## src/rtl/parking_lot_ctrl_param.sv

```systemverilog
// Single-elevator parking controller: per-floor SUV/sedan slots, duration-based fee, sticky leakage blocking.
// Define PARKING_REQ_BUF_EN to capture one request that arrives while busy and serve it once IDLE returns.
module parking_lot_ctrl_param #(
  parameter int NUM_FLOORS = 7,
  parameter int PLATE_W    = 16,
  parameter int FEE_W      = 8,
  parameter int FEE_RATE   = 1,
  parameter int TS_W       = 16,
  localparam int FLR_W     = $clog2(NUM_FLOORS + 1)
) (
  input  logic                            clock,
  input  logic                            reset,
  input  logic [PLATE_W-1:0]              license_plate,
  input  logic                            in_mode,
  input  logic                            out_mode,
  input  logic                            leakage,
  input  logic [FLR_W-1:0]                leakage_floor,
  output logic [NUM_FLOORS*2*PLATE_W-1:0] parked,
  output logic [FLR_W-1:0]                current_floor,
  output logic [PLATE_W-1:0]              moving,
  output logic                            plate_type,
  output logic [FEE_W-1:0]                fee,
  output logic                            fee_valid,
  output logic [3:0]                      empty_suv,
  output logic [3:0]                      empty_sedan,
  output logic                            full_suv,
  output logic                            full_sedan,
  output logic                            busy,
  output logic                            reject
);

  typedef enum logic [2:0] {IDLE, LOAD, UP, PARK, FETCH_UP, PICK, DOWN, EXIT} state_t;

  localparam int PROD_W = TS_W + 32;
  localparam logic [FLR_W-1:0]  MAX_FLR = FLR_W'(NUM_FLOORS);
  localparam logic [PROD_W-1:0] FEE_MAX = PROD_W'({FEE_W{1'b1}});

  state_t                                r_state;
  logic [NUM_FLOORS-1:0][2*PLATE_W-1:0]  r_parked;
  logic [TS_W-1:0]                       r_entry [NUM_FLOORS][2];
  logic [NUM_FLOORS-1:0]                 r_blocked;
  logic [TS_W-1:0]                       r_ts;
  logic [FLR_W-1:0]                      r_floor;
  logic [FLR_W-1:0]                      r_target;
  logic                                  r_slotSuv;
  logic [PLATE_W-1:0]                    r_plate;
  logic [PLATE_W-1:0]                    r_moving;
  logic                                  r_plateType;
  logic [FEE_W-1:0]                      r_fee;
  logic                                  r_feeValid;
  logic                                  r_reject;

  logic [PLATE_W-1:0] w_reqPlate;
  logic               w_reqIn;
  logic               w_reqOut;
  logic               w_reqSuv;
  logic               w_found;
  logic [FLR_W-1:0]   w_foundFlr;
  logic               w_foundSuv;
  logic               w_hasFree;
  logic [FLR_W-1:0]   w_target;
  logic [3:0]         w_emptySuv;
  logic [3:0]         w_emptySedan;
  logic [FLR_W-1:0]   w_floorInc;
  logic [FLR_W-1:0]   w_tIdx;
  logic [TS_W-1:0]    w_elapsed;
  logic [PROD_W-1:0]  w_prod;
  logic [FEE_W-1:0]   w_feeNext;

`ifdef PARKING_REQ_BUF_EN
  logic               r_bufValid;
  logic               r_bufIn;
  logic               r_bufOut;
  logic [PLATE_W-1:0] r_bufPlate;

  // A buffered request takes priority over whatever is on the inputs in IDLE.
  assign w_reqPlate = r_bufValid ? r_bufPlate : license_plate;
  assign w_reqIn    = r_bufValid ? r_bufIn    : in_mode;
  assign w_reqOut   = r_bufValid ? r_bufOut   : out_mode;
`else
  assign w_reqPlate = license_plate;
  assign w_reqIn    = in_mode;
  assign w_reqOut   = out_mode;
`endif

  assign w_reqSuv   = w_reqPlate[0];
  assign w_floorInc = r_floor + 1'b1;
  assign w_tIdx     = r_target - 1'b1;

  always_comb begin
    w_found    = 1'b0;
    w_foundFlr = '0;
    w_foundSuv = 1'b0;
    for (int f = NUM_FLOORS - 1; f >= 0; f--) begin
      if (r_parked[f][2*PLATE_W-1:PLATE_W] == w_reqPlate) begin
        w_found    = 1'b1;
        w_foundFlr = FLR_W'(f + 1);
        w_foundSuv = 1'b1;
      end else if (r_parked[f][PLATE_W-1:0] == w_reqPlate) begin
        w_found    = 1'b1;
        w_foundFlr = FLR_W'(f + 1);
        w_foundSuv = 1'b0;
      end
    end
  end

  // Descending scan so the last hit is the lowest free, unblocked floor.
  always_comb begin
    w_hasFree    = 1'b0;
    w_target     = '0;
    w_emptySuv   = '0;
    w_emptySedan = '0;
    for (int f = NUM_FLOORS - 1; f >= 0; f--) begin
      if (!r_blocked[f]) begin
        if (r_parked[f][2*PLATE_W-1:PLATE_W] == '0) w_emptySuv = w_emptySuv + 4'd1;
        if (r_parked[f][PLATE_W-1:0] == '0) w_emptySedan = w_emptySedan + 4'd1;
        if ((w_reqSuv ? r_parked[f][2*PLATE_W-1:PLATE_W] : r_parked[f][PLATE_W-1:0]) == '0) begin
          w_hasFree = 1'b1;
          w_target  = FLR_W'(f + 1);
        end
      end
    end
  end

  // Elapsed time wraps with the timestamp; the product is wide enough never to overflow before saturation.
  assign w_elapsed = r_ts - r_entry[w_tIdx][r_slotSuv];
  assign w_prod    = PROD_W'(w_elapsed) * PROD_W'(FEE_RATE);
  assign w_feeNext = (w_prod > FEE_MAX) ? {FEE_W{1'b1}} : w_prod[FEE_W-1:0];

  always_ff @(posedge clock or negedge reset) begin
    if (!reset) begin
      r_ts <= '0;
    end else begin
      r_ts <= r_ts + 1'b1;
    end
  end

  always_ff @(posedge clock or negedge reset) begin
    if (!reset) begin
      r_blocked <= '0;
    end else if (leakage) begin
      if (leakage_floor == '0) r_blocked <= '0;
      else if (leakage_floor <= MAX_FLR) r_blocked[leakage_floor - 1'b1] <= 1'b1;
    end
  end

  always_ff @(posedge clock or negedge reset) begin
    if (!reset) begin
      r_state     <= IDLE;
      r_parked    <= '0;
      r_floor     <= '0;
      r_target    <= '0;
      r_slotSuv   <= 1'b0;
      r_plate     <= '0;
      r_moving    <= '0;
      r_plateType <= 1'b0;
      r_fee       <= '0;
      r_feeValid  <= 1'b0;
      r_reject    <= 1'b0;
      for (int f = 0; f < NUM_FLOORS; f++) begin
        for (int s = 0; s < 2; s++) r_entry[f][s] <= '0;
      end
`ifdef PARKING_REQ_BUF_EN
      r_bufValid <= 1'b0;
      r_bufIn    <= 1'b0;
      r_bufOut   <= 1'b0;
      r_bufPlate <= '0;
`endif
    end else begin
      r_reject   <= 1'b0;
      r_feeValid <= 1'b0;
      case (r_state)
        IDLE: begin
          if (w_reqIn && w_reqOut) begin
            r_reject <= 1'b1;
          end else if (w_reqIn) begin
            if (w_reqPlate == '0 || w_found || r_moving == w_reqPlate || !w_hasFree) begin
              r_reject <= 1'b1;
            end else begin
              r_target    <= w_target;
              r_slotSuv   <= w_reqSuv;
              r_plate     <= w_reqPlate;
              r_plateType <= w_reqSuv;
              r_state     <= LOAD;
            end
          end else if (w_reqOut) begin
            if (w_reqPlate == '0 || !w_found) begin
              r_reject <= 1'b1;
            end else begin
              r_target    <= w_foundFlr;
              r_slotSuv   <= w_foundSuv;
              r_plate     <= w_reqPlate;
              r_plateType <= w_reqSuv;
              r_state     <= FETCH_UP;
            end
          end
        end
        LOAD: begin
          r_moving <= r_plate;
          r_state  <= UP;
        end
        UP, FETCH_UP: begin
          r_floor <= w_floorInc;
          if (w_floorInc == r_target) r_state <= (r_state == UP) ? PARK : PICK;
        end
        PARK: begin
          if (r_slotSuv) r_parked[w_tIdx][2*PLATE_W-1:PLATE_W] <= r_plate;
          else r_parked[w_tIdx][PLATE_W-1:0] <= r_plate;
          r_entry[w_tIdx][r_slotSuv] <= r_ts;
          r_moving <= '0;
          r_state  <= DOWN;
        end
        PICK: begin
          if (r_slotSuv) r_parked[w_tIdx][2*PLATE_W-1:PLATE_W] <= '0;
          else r_parked[w_tIdx][PLATE_W-1:0] <= '0;
          r_moving <= r_plate;
          r_fee    <= w_feeNext;
          r_state  <= DOWN;
        end
        DOWN: begin
          if (r_floor <= FLR_W'(1)) begin
            r_floor <= '0;
            r_state <= (r_moving != '0) ? EXIT : IDLE;
          end else begin
            r_floor <= r_floor - 1'b1;
          end
        end
        EXIT: begin
          r_moving   <= '0;
          r_feeValid <= 1'b1;
          r_state    <= IDLE;
        end
        default: r_state <= IDLE;
      endcase
`ifdef PARKING_REQ_BUF_EN
      if (r_state == IDLE) begin
        r_bufValid <= 1'b0;
      end else if (in_mode || out_mode) begin
        if (!r_bufValid) begin
          r_bufValid <= 1'b1;
          r_bufIn    <= in_mode;
          r_bufOut   <= out_mode;
          r_bufPlate <= license_plate;
        end else begin
          r_reject <= 1'b1;
        end
      end
`endif
    end
  end

  assign parked        = r_parked;
  assign current_floor = r_floor;
  assign moving        = r_moving;
  assign plate_type    = r_plateType;
  assign fee           = r_fee;
  assign fee_valid     = r_feeValid;
  assign empty_suv     = w_emptySuv;
  assign empty_sedan   = w_emptySedan;
  assign full_suv      = (w_emptySuv == 4'd0);
  assign full_sedan    = (w_emptySedan == 4'd0);
  assign busy          = (r_state != IDLE);
  assign reject        = r_reject;

endmodule

```

## config.mk

```make
export PLATFORM = sky130hd
export DESIGN_NAME = parking_lot_ctrl_param
export DESIGN_NICKNAME = d
export VERILOG_FILES = /design/src/rtl/parking_lot_ctrl_param.sv
export SDC_FILE = /design/constraint.sdc
export NUM_CORES = 1
export LEC_CHECK = 0
export ABC_AREA = 1
export ABC_CLOCK_PERIOD_IN_PS = 6500
export CAP_MARGIN = 20
export CORE_ASPECT_RATIO = 0.5
export CORE_MARGIN = 3
export CORE_UTILIZATION = 30
export DETAILED_ROUTE_END_ITERATION = 6
export GPL_TIMING_DRIVEN = 1
export SYNTH_ARGS = -nofsm -noshare
export SYNTH_HDL_FRONTEND = slang
export SYNTH_SLANG_ARGS = --single-unit
```

## constraint.sdc

```tcl
create_clock -name clock -period 6.5 [get_ports clock]
set_clock_uncertainty 0.15 [all_clocks]
set_input_delay 0.65 -clock clock [delete_from_list [all_inputs] [get_ports clock]]
set_output_delay 0.65 -clock clock [all_outputs]
set_load 0.1 [all_outputs]
```

==> results of run 1 <==
==> cell families after synthesis <==
| group | Yosys count | synth area share (%) |
|---|---|---|
| and+or+nand+nor | 1639 | 25.1 |
| AOI/OAI and AO/OA | 654 | 12.6 |
| buffers and inverters | 609 | 9.15 |
| DFF | 523 | 46.0 |
| xor gates and xnor gates | 179 | 5.59 |
| adders and majority gates | 33 | 1.48 |
==> Yosys cell counts (all sizes together) <==
cell type  number
inv           398
o21ai         509
or2             5
nor3           58
o22ai           4
a31oi           8
o21bai          3
a211oi          3
nand4         107
xor2           88
o21a            1
buf            76
nand2         796
nor4           19
clkbuf        133
xnor3           1
dfrtp         523
o211ai          3
and2            3
a2111o          1
or4             1
a221oi         30
a21oi          59
fa              1
nand3         349
a22oi           1
nor2          296
o2111ai         6
xnor2          90
a2111oi         1
clkinv          2
a22o           25
ha             32
nand3b          5
==> what timing repair did <==
action / in CTS / in global routing
buffers inserted: 0 / 1
hold buffers: 1 / 0
gates resized for setup: 0 / 4
setup endpoints to repair: 0 / 2
hold endpoints to repair: 17 / 0
==> power by group through the flow <==
stage | clock, mW | sequential [mW] | combinational, mW
after detailed placement | 0 | 4.30 | 10.8
final | 3.50 | 4.26 | 11.0
after global placement | 0 | 4.29 | 10.7
after CTS | 3.54 | 4.25 | 10.8
after global routing | 3.69 | 4.32 | 11.7
after floorplan | 0 | 5.86 | 5.82
==> sequential cells by signal, indices dropped and copies added (netlist names) <==
register and flops:
current_floor 3, fee 8, fee_valid 1, moving 16, parked 224, r_blocked 7
r_entry 224, r_plate 16, r_slotSuv 1, r_state 3, r_target 3, r_ts 16
reject 1
==> routing by layer <==
| metal | vias up | share of wire, % | track usage [%] |
|---|---|---|---|
| li1 | 12322 | - | - |
| met1 | 13137 | 42 | 29.6 |
| met2 | 1117 | 45 | 35.3 |
| met3 | 285 | 7.7 | 4.10 |
| met4 | 2 | 5.4 | 10.7 |
| met5 | - | 0.0062 | 0 |
==> critical path: stages, from the launching register on <==
cell and delay (ps):
dfrtp_1 420, nor4_1 340, nand3_1 250, inv_1 110, ha_1 260, nand2_1 120, nand2_1 90, ha_1 350
inv_1 80, nand4_1 100, and2_1 180, ha_1 270, nand2_1 60, nand2_2 140, nand4_1 130, nand2_1 150
inv_1 70, ha_1 280, nand2_1 90, nand2_1 80, ha_1 260, or2_2 290, nand2_1 90, nand2_1 50
inv_1 50, nand2_1 50, nor2_2 150, buf_12 190
==> metrics by stage <==
stage | area (um^2) | worst slack [ps] | hold slack (ps) | instances
floorplan | 28400 | 68.9 | 204 | 3637
global placement | 32300 | 995 | 314 | 5028
detailed placement | 32300 | 885 | 318 | 5028
CTS | 34300 | 170 | 334 | 5132
global route | 34400 | 2.70 | 351 | 5134
finish | 34400 | 365 | 333 | 5134
==> how the worst max path moves through the flow <==
stage	cells after the start	to	start	slack (ps)
2_1_floorplan	28	full_sedan	parked[173]	70
3_3_place_gp	27	full_sedan	parked[164]	990
3_5_place_dp	27	full_sedan	parked[164]	880
4_1_cts	27	full_sedan	parked[164]	170
5_1_grt	29	full_sedan	parked[200]	3
6_report	27	full_sedan	parked[164]	370
==> final cells by class <==
cell class                 instances  share of cell area (%)
multi-input combinational       2505                    37.3
sequential                       523                    38.1
timing repair buffer             348                    9.82
clock inverter                    22                   0.958
tap                             1255                    4.57
inverter                         400                    4.38
clock buffer                      81                    4.84
==> results.yml, run 1 <==
global_route:
  grt_max_degree: 173
  grt_remaining_overflow: 0
  grt_pass1_wl_um: 167000
  track_usage_pct: 22.3
  grt_pass1_vias: 25400
  antenna_found_initial: 2
placed_design:
  hpwl_um: 76400
  port_buffers: 288
  gp_congestion: 0.941
critical_path:
  timing.rr.start: "r_target[0]"
  required_ps: 5700
  end_kind: "output port"
  worstSetupPathType: "reg2out"
  cp-start-kind: "flip-flop"
  r2r_cells: 27
  crit_fanout: 5
  worstReg2RegEnd: "fee[5]"
  r2r_setup_slack_ps: 880
  crit_arrival_ps: 5330
power:
  pwr-share-comb_pct: 58.6
  pwr-share-seq_pct: 22.7
  vdd_drop_max_mv: 0.888
  clock_power_share_pct: 18.7
  p_per_area_mw_per_mm2: 545
  switching_share_pct: 54.9
  p_leak_nw: 15.2
  p_sw_mw: 10.3
  p_int_mw: 8.45
  total_power_mw: 18.7
yosys:
  yosys.area.top_type: "dfrtp_1"
  synth-seq-cells: 523
  ys_warn_count: 0
  synth.avg_cell_area_um2: 7.82
  synth_cells: 3637
  yosys.area.top_type_share_pct: 46.0
  synth_cell_type_count: 52
  synth_nets: 3694
  synth-seq-area-share_pct: 46.0
  synthTopCellsByArea: "dfrtp_1, nand2_1, o21ai_0, nand3_1, inv_1"
  synth.cell_area_mm2: 0.0284
route:
  wl_per_cell_um: 22.1
  vias_per_cell: 5.23
  routed_wl_um: 113000
  vias: 26863
  drt_iter0_drc: 3285
  drc: 11
  dr.pass1.iters: 7
  antenna_left: 0
sta:
  min_period_ps: 6130
  setup_viol: 0
  rsz0062_at_grt: "false"
  finalMaxSlewViolations: 0
  slew_headroom_pct: 21.2
  period_share_pct: 94.4
  fmax_ghz: 0.163
  worst_slew_pin_slew_ps: 1170
  tns_ps: 0
  finalHoldViolations: 0
finish:
  multi_input_area_mm2: 0.0128
  num_antenna_cells: 0
  final_common_cell: "nand2_1"
  drive_above_1_share_pct: 6.52
  fillers: 9552
  nets: 3890
  seqCellArea_mm2: 0.0131
  final_core_util_pct: 36.8
  final_cell_mix: "nand2_1, dfrtp_1, o21ai_0"
  areaGrowthSynthToFinish_pct: 20.9
worst_hold_path:
  hp-class: "reg2reg"
  hold_path_depth: 2
  holdCritStartpoint: "r_entry[14]"
  min_to: "r_entry[14]"
outcome:
  status: "finished with violations"
  violations: "design-rule violations"
clock_tree:
  cts_tree: "yes"
  cts_buffers: 55
  clock-root-buffer: "clkbuf_16"
  h-tree-depth: 2
  cts_buffer_depth: 3
  cts_sinks: 523
  clk_pin_slew_worst_paths_ps: 60
  clk_latency_ps: 650
floorplanning:
  start_util_pct: 30.4
  die_w_um: 441
  core.rowCount: 79
  coreArea_mm2: 0.0934
  dieArea_mm2: 0.0987
  ios: 289
  die_y_um: 224
flow_run:
  maxCapViolations: 0
Note: power is estimated with default switching activity, not from simulation.
==> run 2: changes to the inputs <==
--- a/config.mk
+++ b/config.mk
@@ -10,9 +10,10 @@
 export CAP_MARGIN = 20
 export CORE_ASPECT_RATIO = 0.5
 export CORE_MARGIN = 3
-export CORE_UTILIZATION = 30
+export CORE_UTILIZATION = 60
 export DETAILED_ROUTE_END_ITERATION = 6
 export GPL_TIMING_DRIVEN = 1
+export PLACE_DENSITY = 0.84
 export SYNTH_ARGS = -nofsm -noshare
 export SYNTH_HDL_FRONTEND = slang
 export SYNTH_SLANG_ARGS = --single-unit
==> run 2 against run 1 <==
Against the previous run:
- non-clock buffer count grew 5
- the run still ends with design-rule violations left
- first-iteration DRC count is 24% higher
- sequential cell count unchanged
- worst hold slack improved by 3.3 ps
- sequential share of layout area grew 1.1 points
- maximum frequency grew 1.1%
- utilization increased by 36 points
- combinational power is essentially flat
- clock power is 4% lower
- sequential power about the same
- via count grew 3.5%
- routed wire length shrank 9.4%
==> results.yml, run 2 (synthesis gave the netlist of run 1 again) <==
worst_hold_path:
  holdCritStartpoint: "r_plate[11]"
  hold_path_depth: 2
  min_to: "r_plate[11]"
  hp-class: "reg2reg"
floorplanning:
  die_y_um: 160
  dieArea_mm2: 0.0502
  start_util_pct: 61.9
  die_w_um: 314
  ios: 289
  coreArea_mm2: 0.0460
  core.rowCount: 55
sta:
  min_period_ps: 6070
  tns_ps: 0
  rsz0062_at_grt: "false"
  finalHoldViolations: 0
  fmax_ghz: 0.165
  finalMaxSlewViolations: 0
  setup_viol: 0
  worst_slew_pin_slew_ps: 1210
  period_share_pct: 93.3
  slew_headroom_pct: 19.1
route:
  vias: 27795
  dr.pass1.iters: 7
  vias_per_cell: 6.18
  wl_per_cell_um: 22.8
  routed_wl_um: 103000
  drc: 9
  antenna_left: 0
  drt_iter0_drc: 4088
critical_path:
  cp_slowest_cell: "dfrtp_1"
  crit_arrival_ps: 5270
  crit_fanout: 5
  cp-start-kind: "flip-flop"
  required_ps: 5700
  path_common_cell: "nand2_1"
  r2r_setup_slack_ps: 880
  worstSetupPathType: "reg2out"
  worstReg2RegEnd: "fee[1]"
  timing.rr.start: "r_target[0]"
  end_kind: "output port"
  cp_slowest_stage_delay_ps: 410
  r2r_cells: 27
finish:
  areaGrowthSynthToFinish_pct: 17.6
  num_antenna_cells: 0
  nets: 3887
  final_cell_mix: "nand2_1, dfrtp_1, o21ai_0"
  multi_input_area_mm2: 0.0128
  final_core_util_pct: 72.7
  final_common_cell: "nand2_1"
  fillers: 3563
  seqCellArea_mm2: 0.0131
  drive_above_1_share_pct: 5.92
clock_tree:
  cts_tree: "yes"
  cts_buffers: 47
  clk_pin_slew_worst_paths_ps: 70
  h-tree-depth: 2
  clk_latency_ps: 610
  clock-root-buffer: "clkbuf_16"
  cts_buffer_depth: 3
  cts_sinks: 523
power:
  p_per_area_mw_per_mm2: 551
  total_power_mw: 18.4
  p_leak_nw: 15.1
  vdd_drop_max_mv: 1.48
global_route:
  track_usage_pct: 40.3
  grt_remaining_overflow: 0
  grt_pass1_vias: 26609
  grt_pass1_wl_um: 156000
  antenna_found_initial: 1
  grt_max_degree: 178
placed_design:
  port_buffers: 288
  hpwl_um: 68000
  gp_congestion: 1.01
flow_run:
  maxCapViolations: 0
outcome:
  status: "finished with violations"
  violations: "design-rule violations"
[run 2: changes by cell type in the layout (fill, tap and decap cells not counted), moves of 2 or more]
cell,before,now
clkbuf_1,7,3
clkdlybuf4s50_1,272,279
nand3_2,14,6
clkbuf_16,55,48
nor2_2,8,5
bufinv_16,7,14
clkinvlp_4,1,6
nand3_1,335,343
buf_12,6,3
clkbuf_8,19,4
clkinv_8,2,0
nor2_1,287,290
[run 2: worst max-delay path, delay by kind of cell, from the launching register on]
| kind | cells | cell delay, ps |
|---|---|---|
| and+or+nand+nor | 19 | 2400 |
| adders and majority gates | 5 | 1380 |
| DFF | 1 | 410 |
| buffers and inverters | 5 | 450 |
[run 2: worst max-delay path by stage]
stage	start	end	cells after the start
2_1_floorplan	parked[173]	full_sedan	28
3_3_place_gp	parked[160]	full_sedan	27
3_5_place_dp	r_target[0]	fee[7]	27
4_1_cts	parked[160]	full_sedan	27
5_1_grt	parked[164]	full_sedan	27
6_report	parked[196]	full_sedan	29
[run 2: metrics by stage]
stage	hold slack, ps	area, um^2	cells	worst slack [ps]
3_3_place_gp	313	31500	4405	1110
4_1_cts	335	33400	4495	386
3_5_place_dp	318	31600	4406	1000
2_1_floorplan	204	28400	3637	68.9
5_1_grt	360	33400	4496	9.96
6_report	336	33400	4496	434
[run 2: cell type report]
| type | count | area share, % |
|---|---|---|
| Timing Repair Buffer | 353 | 10.2 |
| Sequential cell | 523 | 39.2 |
| Multi-Input combinational cell | 2505 | 38.2 |
| Clock buffer | 55 | 3.79 |
| Tap cell | 627 | 2.35 |
| Clock inverter | 33 | 1.72 |
| Inverter | 400 | 4.51 |
[run 2: timing repair]
| action | 4_1_cts | 5_1_grt |
|---|---|---|
| endpoints found under the hold margin | 52 | 0 |
| resized for setup | 0 | 2 |
| buffers inserted | 0 | 1 |
| hold buffers | 1 | 0 |
| endpoints found under the setup margin | 0 | 2 |
[run 2: routing by layer]
metal  wire length, um  vias up  part of all wire [%]  track usage [%]
met2             44400     1908                    43             61.1
met3             12900      454                    13             11.5
li1                  -    12311                     -                -
met4              6570        2                   6.4             21.9
met1             38800    13120                    38             52.5
met5                35        -                 0.034            0.284
[run 2: power by group]
group,internal [mW],switching (mW),total (mW)
clock network,1.97,1.38,3.35
registers,3.76,0.512,4.27
logic,2.59,8.21,10.8
total,8.32,10.1,18.4
